$ cat src/rtl/controle_execucao_if.sv
// Bus between the decoder/datapath side and the execution sequencer:
// decoded flags, user I/O values and the PC/register-file strobes.
interface controle_execucao_if #(
  parameter int LARGURA_CHAVES = 16
);
  logic                      OpIn;
  logic                      OpOut;
  logic                      OpHalt;
  logic                      confirma;
  logic [LARGURA_CHAVES-1:0] chaves;
  logic [31:0]               dado_out;
  logic                      HabilitaPC;
  logic                      EscreveIn;
  logic [31:0]               dado_in;
  logic [31:0]               display;
  logic                      aguardando_in;
  logic                      parado;

  modport master (
    output OpIn, OpOut, OpHalt, confirma, chaves, dado_out,
    input  HabilitaPC, EscreveIn, dado_in, display, aguardando_in, parado
  );

  modport slave (
    input  OpIn, OpOut, OpHalt, confirma, chaves, dado_out,
    output HabilitaPC, EscreveIn, dado_in, display, aguardando_in, parado
  );
endinterface

$ cat src/rtl/controle_execucao.sv
// Multi-cycle sequencer turning the decoded in/out/halt flags into PC stalls,
// with a synchronized and debounced confirm button for the `in` instruction.
module controle_execucao #(
  parameter int LARGURA_CHAVES = 16,
  parameter int DEBOUNCE       = 4,
  parameter int HOLD_OUT       = 3
) (
  input  logic               clock,
  input  logic               reset,
  controle_execucao_if.slave bus
);

  localparam logic [2:0] EXECUTA       = 3'd0;
  localparam logic [2:0] ESPERA_SOLTAR = 3'd1;
  localparam logic [2:0] ESPERA_IN     = 3'd2;
  localparam logic [2:0] CAPTURA       = 3'd3;
  localparam logic [2:0] MOSTRA        = 3'd4;
  localparam logic [2:0] PARADO        = 3'd5;

  localparam int SYNC_STAGES = 2;
  localparam int DEB_W = (DEBOUNCE > 1) ? $clog2(DEBOUNCE) : 1;
  localparam int CNT_W = (HOLD_OUT > 1) ? $clog2(HOLD_OUT) : 1;
  localparam logic [DEB_W-1:0] DEB_MAX  = DEB_W'(DEBOUNCE - 1);
  localparam logic [CNT_W-1:0] HOLD_INI = CNT_W'(HOLD_OUT - 1);

  logic [SYNC_STAGES-1:0]    sync_reg;
  logic [SYNC_STAGES-1:0]    sync_next;
  logic [DEB_W-1:0]          deb_cnt_reg;
  logic [DEB_W-1:0]          deb_cnt_next;
  logic                      estavel_reg;
  logic                      estavel_next;
  logic [2:0]                state_reg;
  logic [2:0]                state_next;
  logic [CNT_W-1:0]          contador_reg;
  logic [CNT_W-1:0]          contador_next;
  logic [31:0]               dado_in_reg;
  logic [31:0]               dado_in_next;
  logic [31:0]               display_reg;
  logic [31:0]               display_next;
  logic                      hab_pc;
  logic                      escreve;
  logic                      sync_out;
  logic [LARGURA_CHAVES-1:0] chaves_w;

  assign chaves_w = bus.chaves;
  assign sync_out = sync_reg[SYNC_STAGES-1];

  genvar gi;
  generate
    for (gi = 0; gi < SYNC_STAGES; gi++) begin : g_sync
      if (gi == 0) begin : g_in
        assign sync_next[gi] = bus.confirma;
      end else begin : g_chain
        assign sync_next[gi] = sync_reg[gi-1];
      end
    end
  endgenerate

  // The stable level only flips after DEBOUNCE consecutive cycles of disagreement;
  // any cycle of agreement drops the count back to zero.
  always_comb begin
    deb_cnt_next = '0;
    estavel_next = estavel_reg;
    if (sync_out != estavel_reg) begin
      if (deb_cnt_reg == DEB_MAX) begin
        estavel_next = sync_out;
      end else begin
        deb_cnt_next = deb_cnt_reg + DEB_W'(1);
      end
    end
  end

  always_comb begin
    state_next    = state_reg;
    contador_next = contador_reg;
    dado_in_next  = dado_in_reg;
    display_next  = display_reg;
    hab_pc        = 1'b0;
    escreve       = 1'b0;
    case (state_reg)
      EXECUTA: begin
        if (bus.OpHalt) begin
          state_next = PARADO;
        end else if (bus.OpIn) begin
          state_next = ESPERA_SOLTAR;
        end else if (bus.OpOut) begin
          state_next    = MOSTRA;
          display_next  = bus.dado_out;
          contador_next = HOLD_INI;
        end else begin
          hab_pc = 1'b1;
        end
      end
      // A button still held from the previous `in` must be released first.
      ESPERA_SOLTAR: begin
        if (!estavel_reg) begin
          state_next = ESPERA_IN;
        end
      end
      ESPERA_IN: begin
        if (estavel_reg) begin
          state_next   = CAPTURA;
          dado_in_next = 32'(chaves_w);
        end
      end
      CAPTURA: begin
        hab_pc     = 1'b1;
        escreve    = 1'b1;
        state_next = EXECUTA;
      end
      MOSTRA: begin
        if (contador_reg == '0) begin
          hab_pc     = 1'b1;
          state_next = EXECUTA;
        end else begin
          contador_next = contador_reg - CNT_W'(1);
        end
      end
      PARADO: begin
        state_next = PARADO;
      end
      default: begin
        state_next = EXECUTA;
      end
    endcase
  end

  always_ff @(posedge clock) begin
    if (!reset) begin
      sync_reg     <= '0;
      deb_cnt_reg  <= '0;
      estavel_reg  <= 1'b0;
      state_reg    <= EXECUTA;
      contador_reg <= '0;
      dado_in_reg  <= '0;
      display_reg  <= '0;
    end else begin
      sync_reg     <= sync_next;
      deb_cnt_reg  <= deb_cnt_next;
      estavel_reg  <= estavel_next;
      state_reg    <= state_next;
      contador_reg <= contador_next;
      dado_in_reg  <= dado_in_next;
      display_reg  <= display_next;
    end
  end

  // Everything is held at zero while reset is low, including the registered values.
  assign bus.HabilitaPC    = reset & hab_pc;
  assign bus.EscreveIn     = reset & escreve;
  assign bus.aguardando_in = reset & ((state_reg == ESPERA_SOLTAR) || (state_reg == ESPERA_IN));
  assign bus.parado        = reset & (state_reg == PARADO);
  assign bus.dado_in       = reset ? dado_in_reg : '0;
  assign bus.display       = reset ? display_reg : '0;

endmodule

$ cat src/flat_wrapper.sv
// flat-port wrapper written by rule: the top's interface ports become plain ports
module controle_execucao_flat 
#(
  parameter int LARGURA_CHAVES = 16,
  parameter int DEBOUNCE       = 4,
  parameter int HOLD_OUT       = 3
)
  (clock, reset, bus_OpIn, bus_OpOut, bus_OpHalt, bus_confirma, bus_chaves, bus_dado_out, bus_HabilitaPC, bus_EscreveIn, bus_dado_in, bus_display, bus_aguardando_in, bus_parado);
  controle_execucao_if #(.LARGURA_CHAVES(LARGURA_CHAVES)) bus_i ();
  input  logic clock;
  input  logic reset;
  input wire logic [$bits(bus_i.OpIn)-1:0] bus_OpIn;
  input wire logic [$bits(bus_i.OpOut)-1:0] bus_OpOut;
  input wire logic [$bits(bus_i.OpHalt)-1:0] bus_OpHalt;
  input wire logic [$bits(bus_i.confirma)-1:0] bus_confirma;
  input wire logic [$bits(bus_i.chaves)-1:0] bus_chaves;
  input wire logic [$bits(bus_i.dado_out)-1:0] bus_dado_out;
  output wire logic [$bits(bus_i.HabilitaPC)-1:0] bus_HabilitaPC;
  output wire logic [$bits(bus_i.EscreveIn)-1:0] bus_EscreveIn;
  output wire logic [$bits(bus_i.dado_in)-1:0] bus_dado_in;
  output wire logic [$bits(bus_i.display)-1:0] bus_display;
  output wire logic [$bits(bus_i.aguardando_in)-1:0] bus_aguardando_in;
  output wire logic [$bits(bus_i.parado)-1:0] bus_parado;
  assign bus_i.OpIn = bus_OpIn;
  assign bus_i.OpOut = bus_OpOut;
  assign bus_i.OpHalt = bus_OpHalt;
  assign bus_i.confirma = bus_confirma;
  assign bus_i.chaves = bus_chaves;
  assign bus_i.dado_out = bus_dado_out;
  assign bus_HabilitaPC = bus_i.HabilitaPC;
  assign bus_EscreveIn = bus_i.EscreveIn;
  assign bus_dado_in = bus_i.dado_in;
  assign bus_display = bus_i.display;
  assign bus_aguardando_in = bus_i.aguardando_in;
  assign bus_parado = bus_i.parado;
  controle_execucao #(.LARGURA_CHAVES(LARGURA_CHAVES), .DEBOUNCE(DEBOUNCE), .HOLD_OUT(HOLD_OUT)) u_core (.clock(clock), .reset(reset), .bus(bus_i));
endmodule
$ cat config.mk
export PLATFORM = sky130hd
export DESIGN_NAME = controle_execucao_flat
export DESIGN_NICKNAME = d
export VERILOG_FILES = /design/src/rtl/controle_execucao_if.sv /design/src/rtl/controle_execucao.sv /design/src/flat_wrapper.sv
export SDC_FILE = /design/constraint.sdc
export NUM_CORES = 1
export LEC_CHECK = 0
export BUFFER_PORTS_ARGS = -buffer_cell sky130_fd_sc_hd__buf_2
export CAP_MARGIN = 0
export CELL_PAD_IN_SITES_DETAIL_PLACEMENT = 2
export CELL_PAD_IN_SITES_GLOBAL_PLACEMENT = 2
export CORE_ASPECT_RATIO = 0.8
export CORE_MARGIN = 1
export CORE_UTILIZATION = 25
export CTS_CLUSTER_DIAMETER = 150
export DETAILED_ROUTE_END_ITERATION = 10
export HOLD_SLACK_MARGIN = 0.15
export PLACE_DENSITY_LB_ADDON = 0.2
export SLEW_MARGIN = 20
export SYNTH_ARGS = -nofsm -noshare
export SYNTH_HDL_FRONTEND = slang
export SYNTH_SLANG_ARGS = --single-unit
export TNS_END_PERCENT = 1
$ cat constraint.sdc
create_clock -name clock -period 1.45 [get_ports clock]
set_input_delay 0.29 -clock clock [delete_from_list [all_inputs] [get_ports clock]]
set_output_delay 0.29 -clock clock [all_outputs]
set_load 0.01 [all_outputs]
# Word level (Yosys, flattened, before mapping)
# Index checks and enable logic that the tools add are counted.
# word_totals
register_bits,58
input_bits,54
output_inout_bits,68
word_cells,62
# classes
addsub,2
n_eq_ne,15
muxes,20
n_bitwise,8
reduce_logical,10
# ops
op,n
two-way mux 32 bit,1
two-way mux 3 bit,6
two-way mux 16 bit,1
one-hot mux 3 bit (5 select lines),1
"inequality test 2 bit, second input constant",5
two-way mux 2 bit,4
AND reduction 4 bit,2
"equality test 3 x 2 -> 1 bit, second input constant",2
"equality test 3 bit, second input constant",2
two-way mux 1 bit,5
AND reduction 5 bit,1
AND 1 bit,4
"inequality test 2 x 1 -> 1 bit, second input constant",2
"inequality test 4 bit, second input constant",1
NOT 1 bit,4
one-hot mux 2 bit (2 select lines),1
AND reduction 2 bit,2
"equality test 3 x 1 -> 1 bit, second input constant",1
zero test 3 bit,1
one-hot mux 1 bit (3 select lines),1
OR reduction 3 bit,1
"adder 2 x 1 -> 2 bit, second input constant",1
"equality test 2 bit, second input constant",1
zero test 2 bit,1
4 further kinds,4

# Depth between registers and ports, before layout
# logic_depth
ltp_word,5
ltp_mapped,6
ltp_nobuf,5

# Worst setup path before layout
# Ideal clock, no wire load.
# synth_timing
path_kind,input to output
start,input port reset
end,output port bus_parado
arrival_time_ns,1.055
required_time_ns,1.160
slack_ns,0.105
path_stages,5
n_path_buf,3
cell_sequence,buf_2 -> buf_4 -> clkbuf_1 -> nand2_1 -> nor2_1
# synth_between
elab_chain_cells,1
# synth_rtl
element,line,text
from (decl),flat_wrapper.sv:11,input logic reset;
AND 1 bit,controle_execucao.sv:152,assign bus.parado = reset & (state_reg == PARADO);
to (decl),flat_wrapper.sv:23,output wire logic [$bits(bus_i.parado)-1:0] bus_parado;
# Every way passes these cells.

# Worst setup path after layout
# layout_timing
start,register u_core.state_reg[2]
end,output port bus_HabilitaPC
# layout_between
elab_chain_cells,3
elab_cells_between_ends,5
classes_between,2 x eq/ne; 1 x mux; 1 x bitwise; 1 x reduce/logical
# layout_rtl
element,line,text
from (decl),controle_execucao.sv:32,logic [2:0] state_reg;
from (signal assigned),controle_execucao.sv:141,state_reg <= state_next;
"equality test 3 bit, or another cell as far along",controle_execucao.sv:80,case (state_reg)
one-hot mux 1 bit (3 select lines) *,controle_execucao.sv:80,
AND 1 bit *,controle_execucao.sv:149,assign bus.HabilitaPC = reset & hab_pc;
to (decl),flat_wrapper.sv:18,output wire logic [$bits(bus_i.HabilitaPC)-1:0] bus_HabilitaPC;
# Every way passes the cells marked *; elsewhere a longest branch is shown, timed or not.

==> flow_summary.toml <==
[finish]
largest_reg_flops = 32
stdcell_count = 592
design_area_mm2 = 0.00369
syn_to_final_growth_pct = 36.4
final_nets = 503
final_core_util_pct = 35.4
layout-drive-gt1-share_pct = 32.7
antenna_cells = 0

[sta]
post-route-period-util_pct = 109
rsz0062_at_grt = "yes"
fin_tns_setup_ns = -0.269
final_max_slew_viol_count = 0
timing.fmax_ghz = 0.634
setup_ws_ns = -0.127
final-setup-viol-count = 3
skew_ns = 0.00415
min_period_ns = 1.58
hold_viol_final = 0

[pwr]
p_per_area_mw_per_mm2 = 1150
swShare_pct = 24.3
p_clk_share_pct = 47.4
vdd.ir_drop.worst_mv = 0.525
total_power_mw = 4.23
comb_power_share_pct = 12.4
switching_power_mw = 1.03
p_int_mw = 3.20
power_leakage_nw = 2.10
seqPwrFrac_pct = 40.2

[global_routing]
grt.busiest_layer = "met2"
grt_pass1_vias = 2508
grtUsageTotal_pct = 13.5
antenna_found_initial = 0
grtUsageMet3_pct = 4.37
grt_pass1_wl_um = 11800
grtUsageMet2_pct = 23.5
gr-total-overflow = 0
use_met1_pct = 15.1
grt_start_max_net_pins = 33

[clock_network]
cts_hold_buf = 0
clock_latency_ns = 0.33
cts_buffer_depth = 2
cts_root_buf = "clkbuf_16"
numCtsBuffers = 9
cts_sinks = 58
clk_pin_slew_worst_paths_ns = 0.05
cts_tree = "yes"
htreeDepth = 3

[routing]
vias = 2466
ant_nets = 0
viasPerCell = 4.17
dr.pass1.iters = 4
wl_per_cell_um = 12.3
wl_um = 7310
dr.first_iter.drc_count = 55
drc = 0

[synth]
syn_area_mm2 = 0.00271
ys_seq_area_share_pct = 42.9
yosysTopAreaCellShare_pct = 42.9
synth_area_leader_cell = "dfxtp_1"
avgSynthCellArea_um2 = 8.05
yosys-top-cells-area = "dfxtp_1 43%, mux2i_1 12%, nand2_1 12%"
synth_cell_types = 33
synth-seq-cells = 58
synthCells = 336
ys_warn_count = 0

[placement]
place.gp.congestion = 0.721
io_buffers = 105
dp_cells = 575
placed_area_mm2 = 0.00336
dp_hpwl_um = 5470

[floorplan]
dieHeight_um = 95.0
num_io_pins = 122
fp.dieW_um = 118
die-area_mm2 = 0.0112
initial_core_util_pct = 26.0
core_mm2 = 0.0104
rows = 33

[outcome]
violations = "setup timing"
status = "complete, but fails checks"

[critical_path]
worst-path-max-fanout = 11
start_kind = "register"
required_ns = 1.16
crit_type = "register to output port"
endpoint_kind = "output port"
slowest_delay_ns = 0.33
path_delay_family = "flip-flops"
cp.buffers_inverters = 2
slowest_stage = "dfxtp_2"
path_cells = "buf_6, or2_1, a31oi_1, buf_2"
cp.arrival_ns = 1.29

[run]
drv_cap = 0

[min_path]
hold_path_class = "input port to register"
==> final cells by class <==
class,count,area (µm²)
clock buffers,14,274
fillers,1240,6720
inverters,52,195
clock inverters,2,10.0
multi-input cells,204,1150
repair buffers,122,709
well taps,140,175
flip-flops and latches,58,1170
==> placed cells by master (no fill, tap or decap), types with 2 or more instances in the layout <==
cell / netlist / layout
clkbuf_16: 0 / 9
buf_12: 3 / 4
inv_1: 52 / 50
or2_1: 2 / 2
conb_1: 1 / 16
nand2b_1: 4 / 4
nand3_1: 18 / 18
clkbuf_1: 10 / 2
mux2i_1: 33 / 33
dfxtp_1: 58 / 55
nor2_1: 6 / 6
inv_2: 0 / 2
dfxtp_4: 0 / 2
clkbuf_8: 0 / 3
clkinv_2: 0 / 2
nand2_1: 85 / 85
o21ai_1: 18 / 18
buf_4: 17 / 13
nand3b_1: 2 / 2
and2_1: 2 / 2
buf_2: 5 / 104
==> synthesized netlist by cell type <==
cell	number
buf_4	17
clkbuf_1	10
nand2b_1	4
a21oi_1	2
nor3_1	1
nand3b_1	2
nor4_1	1
a32o_1	1
o211a_1	1
o311a_1	1
nand3_1	18
nor4b_2	1
o31ai_1	1
o21ai_1	18
o21a_1	1
conb_1	1
ha_1	2
buf_12	3
buf_6	2
nor2_1	6
and4bb_2	1
or2_1	2
mux2i_1	33
nor4b_1	1
a31oi_1	1
nand2_1	85
inv_1	52
buf_2	5
dfxtp_1	58
and2_1	2
xnor2_1	1
and3_1	1
nor2_2	1
==> routing by layer <==
layer  vias up  wire length [µm]  share of wire, %
met3        10               350               4.8
met1      1159              3140                43
met2        62              3700                51
met5         -                 0                 0
met4         0               115               1.6
li1       1235                 -                 -
==> stage by stage <==
step                      setup WS [ns]  hold WS [ns]
after floorplan                   0.105         0.406
after global placement           0.0794         0.414
after detailed placement        0.00793         0.422
after CTS                        -0.147         0.163
after global routing             -0.207         0.193
final                            -0.127         0.175
==> power groups by stage <==
stage	registers (mW)	clock network [mW]	logic, mW
2_1_floorplan	1.71	0	0.369
3_3_place_gp	1.72	0	0.492
3_5_place_dp	1.73	0	0.505
4_1_cts	1.70	2.09	0.531
5_1_grt	1.71	2.16	0.583
6_report	1.70	2.01	0.523
==> kinds of logic (layout without fill, tap and decap cells) <==
group	Yosys count	after routing	synth area share, %
other	1	16	0.139
buffers and inverters	89	190	17.3
multiplexers	33	33	12.2
flip-flops	58	58	42.9
AO/OA/AOI/OAI	26	26	5.60
AND/OR/NAND/NOR	126	126	20.6
adder cells (fa/ha/maj)	2	2	0.925
XOR/XNOR	1	1	0.324
==> worst paths after layout <==
path | start | end | slack (ns) | cells past startpoint
max reg2reg | u_core.state_reg[2] | u_core.display_reg[28] | 0.12 | 4
max | u_core.state_reg[2] | bus_HabilitaPC | -0.13 | 4
min | bus_confirma | u_core.sync_reg[0] | 0.17 | 2
min reg2reg | u_core.sync_reg[0] | u_core.sync_reg[1] | 0.43 | 1
==> timing repair <==
| action | in CTS | in global routing |
|---|---|---|
| pin swaps | 1 | 0 |
| buffers inserted | 1 | 0 |
| setup endpoints to repair | 4 | 8 |
| resized for setup | 9 | 3 |
==> worst register-to-register path, stage by stage (launching register included) <==
cell and delay, ns:
dfxtp_2 0.33, nor3_2 0.20, and3_2 0.26, buf_12 0.22, mux2i_1 0.25
Note: power is estimated with default switching activity, not from simulation.
